File: src/rtl/datapath_pkg.sv
// Shared types and constants for the matrix load/store responder.
package datapath_pkg;

    typedef enum logic [1:0] {
        IDLE,
        ISSUE,
        WAIT_RSP,
        DONE
    } mls_state_e;

    typedef struct packed {
        logic [1:0]  ls;
        logic [3:0]  rd;
        logic [10:0] imm;
        logic [31:0] addr;
        logic [31:0] stride;
    } mls_req_t;

    localparam logic [1:0] LS_LOAD  = 2'b10;
    localparam logic [1:0] LS_STORE = 2'b01;

    function automatic logic ls_legal(input logic [1:0] ls);
        return (ls == LS_LOAD) || (ls == LS_STORE);
    endfunction

    // Row 0 address: base plus sign-extended 11-bit immediate, wrapping mod 2^32.
    function automatic logic [31:0] row_base(input mls_req_t req);
        return req.addr + {{21{req.imm[10]}}, req.imm};
    endfunction

endpackage

File: src/rtl/mls_req_fifo.sv
// Request buffer for the responder; DEPTH must be a power of two (>= 2).
module mls_req_fifo
    import datapath_pkg::*;
#(
    parameter int DEPTH = 2
) (
    input  logic     clk,
    input  logic     rst,
    input  logic     push,
    input  mls_req_t push_data,
    input  logic     pop,
    output mls_req_t head,
    output logic     full,
    output logic     empty
);

    localparam int AW = $clog2(DEPTH);

    mls_req_t   entries [DEPTH];
    logic [AW:0] wr_ptr;
    logic [AW:0] rd_ptr;

    // Pointers carry one extra wrap bit so full and empty are distinguishable.
    always_ff @(posedge clk or posedge rst) begin
        if (rst) begin
            wr_ptr <= '0;
            rd_ptr <= '0;
        end else begin
            if (push && !full) begin
                wr_ptr <= wr_ptr + 1'b1;
            end
            if (pop && !empty) begin
                rd_ptr <= rd_ptr + 1'b1;
            end
        end
    end

    always_ff @(posedge clk) begin
        if (push && !full) begin
            entries[wr_ptr[AW-1:0]] <= push_data;
        end
    end

    assign head  = entries[rd_ptr[AW-1:0]];
    assign empty = (wr_ptr == rd_ptr);
    assign full  = (wr_ptr[AW] != rd_ptr[AW]) && (wr_ptr[AW-1:0] == rd_ptr[AW-1:0]);

endmodule

File: src/rtl/matrix_ls_responder.sv
// Scratchpad-side responder: turns buffered matrix load/store requests into
// per-row memory accesses and matrix register row reads/writes.
module matrix_ls_responder
    import datapath_pkg::*;
#(
    parameter  int ROWS       = 4,
    parameter  int ELEM_W     = 16,
    parameter  int FIFO_DEPTH = 2,
    localparam int ROW_W      = ROWS * ELEM_W,
    localparam int RW         = $clog2(ROWS)
) (
    input  logic             clk,
    input  logic             rst,

    input  logic             req_valid,
    output logic             req_ready,
    input  logic [1:0]       req_ls,
    input  logic [3:0]       req_rd,
    input  logic [10:0]      req_imm,
    input  logic [31:0]      req_addr,
    input  logic [31:0]      req_stride,

    output logic             mem_req_valid,
    input  logic             mem_req_ready,
    output logic             mem_req_wen,
    output logic [31:0]      mem_req_addr,
    output logic [ROW_W-1:0] mem_req_wdata,
    input  logic             mem_rsp_valid,
    input  logic [ROW_W-1:0] mem_rsp_rdata,

    output logic [3:0]       mreg_raddr,
    output logic [RW-1:0]    mreg_rrow,
    input  logic [ROW_W-1:0] mreg_rdata,
    output logic             mreg_wen,
    output logic [3:0]       mreg_waddr,
    output logic [RW-1:0]    mreg_wrow,
    output logic [ROW_W-1:0] mreg_wdata,

    output logic             done,
    output logic [3:0]       done_rd,
    output logic [1:0]       done_ls,
    output logic             done_err
);

    mls_state_e  state;
    mls_state_e  next_state;
    mls_req_t    cur;
    mls_req_t    fifo_head;
    mls_req_t    push_req;
    logic        fifo_full;
    logic        fifo_empty;
    logic        fifo_push;
    logic        fifo_pop;
    logic [RW-1:0] row;
    logic [31:0] row_addr;
    logic        row_last;
    logic        cur_store;

    assign push_req = '{ls: req_ls, rd: req_rd, imm: req_imm, addr: req_addr, stride: req_stride};
    assign req_ready = !fifo_full;
    assign fifo_push = req_valid && !fifo_full;
    assign fifo_pop  = (state == DONE);
    assign row_last  = (row == RW'(ROWS - 1));
    assign cur_store = (cur.ls == LS_STORE);

    // The entry stays at the FIFO head until its done pulse, which keeps completions in push order.
    mls_req_fifo #(
        .DEPTH(FIFO_DEPTH)
    ) u_req_fifo (
        .clk      (clk),
        .rst      (rst),
        .push     (fifo_push),
        .push_data(push_req),
        .pop      (fifo_pop),
        .head     (fifo_head),
        .full     (fifo_full),
        .empty    (fifo_empty)
    );

    always_ff @(posedge clk or posedge rst) begin
        if (rst) begin
            state <= IDLE;
        end else begin
            state <= next_state;
        end
    end

    always_comb begin
        next_state = state;
        unique case (state)
            IDLE: begin
                if (!fifo_empty) begin
                    next_state = ls_legal(fifo_head.ls) ? ISSUE : DONE;
                end
            end
            ISSUE: begin
                if (mem_req_ready) begin
                    if (cur_store) begin
                        next_state = row_last ? DONE : ISSUE;
                    end else begin
                        next_state = WAIT_RSP;
                    end
                end
            end
            WAIT_RSP: begin
                if (mem_rsp_valid) begin
                    next_state = row_last ? DONE : ISSUE;
                end
            end
            DONE:    next_state = IDLE;
            default: next_state = IDLE;
        endcase
    end

    // Running row address replaces a row*stride multiply; it advances on every accepted access.
    always_ff @(posedge clk or posedge rst) begin
        if (rst) begin
            cur      <= '0;
            row      <= '0;
            row_addr <= '0;
        end else begin
            unique case (state)
                IDLE: begin
                    if (!fifo_empty) begin
                        cur      <= fifo_head;
                        row      <= '0;
                        row_addr <= row_base(fifo_head);
                    end
                end
                ISSUE: begin
                    if (mem_req_ready) begin
                        row_addr <= row_addr + cur.stride;
                        if (cur_store) begin
                            row <= row + RW'(1);
                        end
                    end
                end
                WAIT_RSP: begin
                    if (mem_rsp_valid) begin
                        row <= row + RW'(1);
                    end
                end
                DONE:    row <= '0;
                default: row <= '0;
            endcase
        end
    end

    always_comb begin
        mem_req_valid = 1'b0;
        mem_req_wen   = 1'b0;
        mem_req_addr  = '0;
        mem_req_wdata = '0;
        mreg_raddr    = '0;
        mreg_rrow     = '0;
        mreg_wen      = 1'b0;
        mreg_waddr    = '0;
        mreg_wrow     = '0;
        mreg_wdata    = '0;
        done          = 1'b0;
        done_rd       = '0;
        done_ls       = '0;
        done_err      = 1'b0;
        unique case (state)
            ISSUE: begin
                mem_req_valid = 1'b1;
                mem_req_wen   = cur_store;
                mem_req_addr  = row_addr;
                if (cur_store) begin
                    mreg_raddr    = cur.rd;
                    mreg_rrow     = row;
                    mem_req_wdata = mreg_rdata;
                end
            end
            WAIT_RSP: begin
                if (mem_rsp_valid) begin
                    mreg_wen   = 1'b1;
                    mreg_waddr = cur.rd;
                    mreg_wrow  = row;
                    mreg_wdata = mem_rsp_rdata;
                end
            end
            DONE: begin
                done     = 1'b1;
                done_rd  = cur.rd;
                done_ls  = cur.ls;
                done_err = !ls_legal(cur.ls);
            end
            default: begin
            end
        endcase
    end

endmodule

File: config.mk
export PLATFORM = sky130hd
export DESIGN_NAME = matrix_ls_responder
export DESIGN_NICKNAME = d
export VERILOG_FILES = /design/src/rtl/datapath_pkg.sv /design/src/rtl/mls_req_fifo.sv /design/src/rtl/matrix_ls_responder.sv
export SDC_FILE = /design/constraint.sdc
export NUM_CORES = 1
export LEC_CHECK = 0
export ABC_AREA = 1
export CAP_MARGIN = 20
export CORE_ASPECT_RATIO = 0.6
export CORE_MARGIN = 8
export CORE_UTILIZATION = 25
export DETAILED_ROUTE_END_ITERATION = 7
export RECOVER_POWER = 25
export SLEW_MARGIN = 20
export SYNTH_ARGS = -nofsm -noshare
export SYNTH_HDL_FRONTEND = slang
export SYNTH_SLANG_ARGS = --single-unit
File: constraint.sdc
create_clock -name clk -period 6.5 [get_ports clk]
set_input_delay 1.3 -clock clk [delete_from_list [all_inputs] [get_ports clk]]
set_output_delay 1.3 -clock clk [all_outputs]
set_load 0.05 [all_outputs]
==> run_results.csv <==
group,metric,value,unit
timing,slew_headroom,2.68,%
critical_path,cp.arrival,3490,ps
yosys,synth_nets,2405,
placed_design,gp_congestion,0.947,
placed_design,portBuffers,397,
yosys,syn-cell-area,15100,um2
critical_path,cp_max_fo,71,
floorplanning,die_h,207,um
clock_network,cts-root-buf,"clkbuf_16",
timing,setup_violations,0,
floorplanning,row_count,70,
global_route,grt_pass1_wl,94100,um
yosys,syn_avg_cell_area,7.15,um2
clock_network,post-cts-setup-buffers,0,
drt,wire_per_inst,19.9,um
clock_network,post_cts_resized,0,
drt,vias,14300,
drt,drtIter0Drc,1137,
yosys,synth-seq-area-share,45.0,%
timing,clock_skew,24.9,ps
global_route,grtUsageTotal,18.4,%
timing,finalMaxSlewViolations,0,
power_and_ir_drop,peakVddDrop,0.306,mV
critical_path,crit_type,"in -> out",
floorplanning,initial_utilization,25.1,%
floorplanning,die_w,334,um
finish,final_common_cell,"nand2_1",
yosys,ys_types,35,
timing,worst_pin_slew,1450,ps
clock_network,cts_sinks,240,
finish,final_cell_mix,"787 x nand2_1, 404 x inv_1, 315 x clkdlybuf4s50_1",
job,cap_viol_max_count,0,
clock_network,cts_hold_buf,0,
timing,hold_slack,490,ps
drt,routed_wl,66100,um
finish,layout.nets,2786,
placed_design,dp_cells,3267,
timing,setup_tns,0,ps
yosys,yosys_warnings,0,
timing,hold_violations,0,
clock_network,clk_pin_slew_worst_paths,70,ps
timing,rsz0062_at_grt,"no",
drt,viasPerCell,4.32,
floorplanning,core-area,60400,um2
global_route,grt_max_degree,77,
timing,post-route-period-util,73.7,%
finish,drive_gt1_share,2.58,%
clock_network,insertion_delay,570,ps
yosys,synth_cells,2120,
power_and_ir_drop,p_leak,0.0103,uW
global_route,grt_remaining_overflow,0,
critical_path,cp-start-kind,"input pin",
clock_network,cts_buffers,24,
drt,ant_nets,0,
drt,drc,0,
power_and_ir_drop,pwr_density_cell,601,nW/um2
critical_path,endpoint_kind,"output port",
finish,area_delta_synth_final,37.4,%
timing,timing.fmax,0.209,GHz
global_route,antenna_found_initial,28,
global_route,grt_pass1_vias,13800,
floorplanning,dieArea,69000,um2
status,status,"complete, no violations",
floorplanning,pin_count,398,
timing,period_minus_slack,4790,ps
clock_network,tritoncts,"built",
clock_network,max-clock-path-buffers,3,
placed_design,dp_hpwl,54800,um
critical_path,crit_required,5200,ps
finish,final_cells,3317,
drt,first_pass_iters,5,
worst_hold_path,hp-class,"reg -> reg",
clock_network,ctsHtreeMaxLevel,1,
yosys,synth-seq-cells,240,
[power by group]
part / total [uW] / internal [uW] / switching [uW]
clock network: 1450 / 811 / 640
logic: 8430 / 2580 / 5850
registers: 2640 / 2270 / 370
total: 12500 / 5660 / 6860
[worst paths after layout]
check                                      from                   end  slack (ps)  cells past startpoint
hold / removal             u_req_fifo.rd_ptr[1]  u_req_fifo.rd_ptr[1]         490                      1
setup reg to reg           u_req_fifo.rd_ptr[0]          row_addr[19]        2920                     17
min in group asynchronous                   rst                cur[8]        1510                      2
max in group asynchronous                   rst               cur[20]        3620                      3
hold reg to reg            u_req_fifo.rd_ptr[1]  u_req_fifo.rd_ptr[1]         490                      1
setup / recovery                  mem_rsp_valid        mreg_wdata[36]        1710                      4
[critical path, stage by stage]
cell	delay, ps
clkdlybuf4s50_1	590
nand2_4	390
nor2_1	280
clkdlybuf4s50_1	860
[synthesized netlist by cell type]
master / instances / area [um2]
nand2_1: 789 / 2960
inv_1: 405 / 1520
nor2_1: 271 / 1020
edfxtp_1: 162 / 4860
nand3_1: 99 / 495
dfrtp_1: 78 / 1950
ha_1: 69 / 863
a21oi_1: 61 / 305
a31oi_1: 36 / 225
clkbuf_1: 32 / 120
o21ai_0: 26 / 130
xor2_1: 14 / 123
buf_2: 10 / 50.1
o21a_1: 7 / 52.6
buf_1: 6 / 22.5
nand3b_1: 6 / 45.0
nor3_1: 6 / 30.0
nand4_1: 5 / 31.3
o21bai_1: 5 / 37.5
xnor2_1: 5 / 43.8
buf_4: 4 / 30.0
buf_6: 3 / 33.8
inv_2: 3 / 11.3
a21oi_2: 2 / 17.5
a2bb2oi_2: 2 / 30.0
and3_2: 2 / 15.0
fa_1: 2 / 40.0
mux2i_1: 2 / 20.0
o31ai_1: 2 / 15.0
a21o_1: 1 / 7.51
and3_1: 1 / 6.26
clkbuf_4: 1 / 7.51
nand2_2: 1 / 6.26
o22ai_1: 1 / 6.26
o22ai_2: 1 / 12.5
[per-stage QoR]
| step | cell area (um2) | setup WS, ps | utilization (%) | power, uW |
|---|---|---|---|---|
| global placement | 20000 | 1530 | 33.1 | 11000 |
| CTS | 20800 | 1360 | 34.4 | 12500 |
| detailed placement | 20000 | 1390 | 33.1 | 11000 |
| finish | 20800 | 1710 | 34.5 | 12500 |
| floorplan | 15100 | 1130 | - | 8400 |
| global route | 20800 | 1580 | 34.4 | 13700 |
[area by class of cell]
class	instances	area [um2]
antenna	6	15.0
clock buffer	31	627
clock inverter	13	174
fill	6450	39600
inverter	408	1530
multi-input combinational	1416	6570
sequential	240	6820
tap	792	991
timing repair buffer	411	4090
[logic make-up after synthesis]
logic type	share of synthesized area [%]
and+or+nand+nor	30.4
buffers and inverters	11.9
DFF	45.0
AOI/OAI and AO/OA	5.54
adders and majority gates	5.96
xor gates and xnor gates	1.10
muxes	0.132
[flip-flops by register name, indices dropped and copies added (netlist names)]
name                count
u_req_fifo.entries    162
state                   2
cur                    38
u_req_fifo.wr_ptr       2
row                     2
row_addr               32
u_req_fifo.rd_ptr       2
[routing by layer]
metal  track usage (%)  up-vias  part of all wire (%)
li1                  -     7274                     -
met1              25.9     6429                    47
met2              26.9      497                    41
met3              7.05       88                    10
met4              3.41       26                   2.2
met5                 0        -                  0.24
Power figures use the tool's default switching activity.
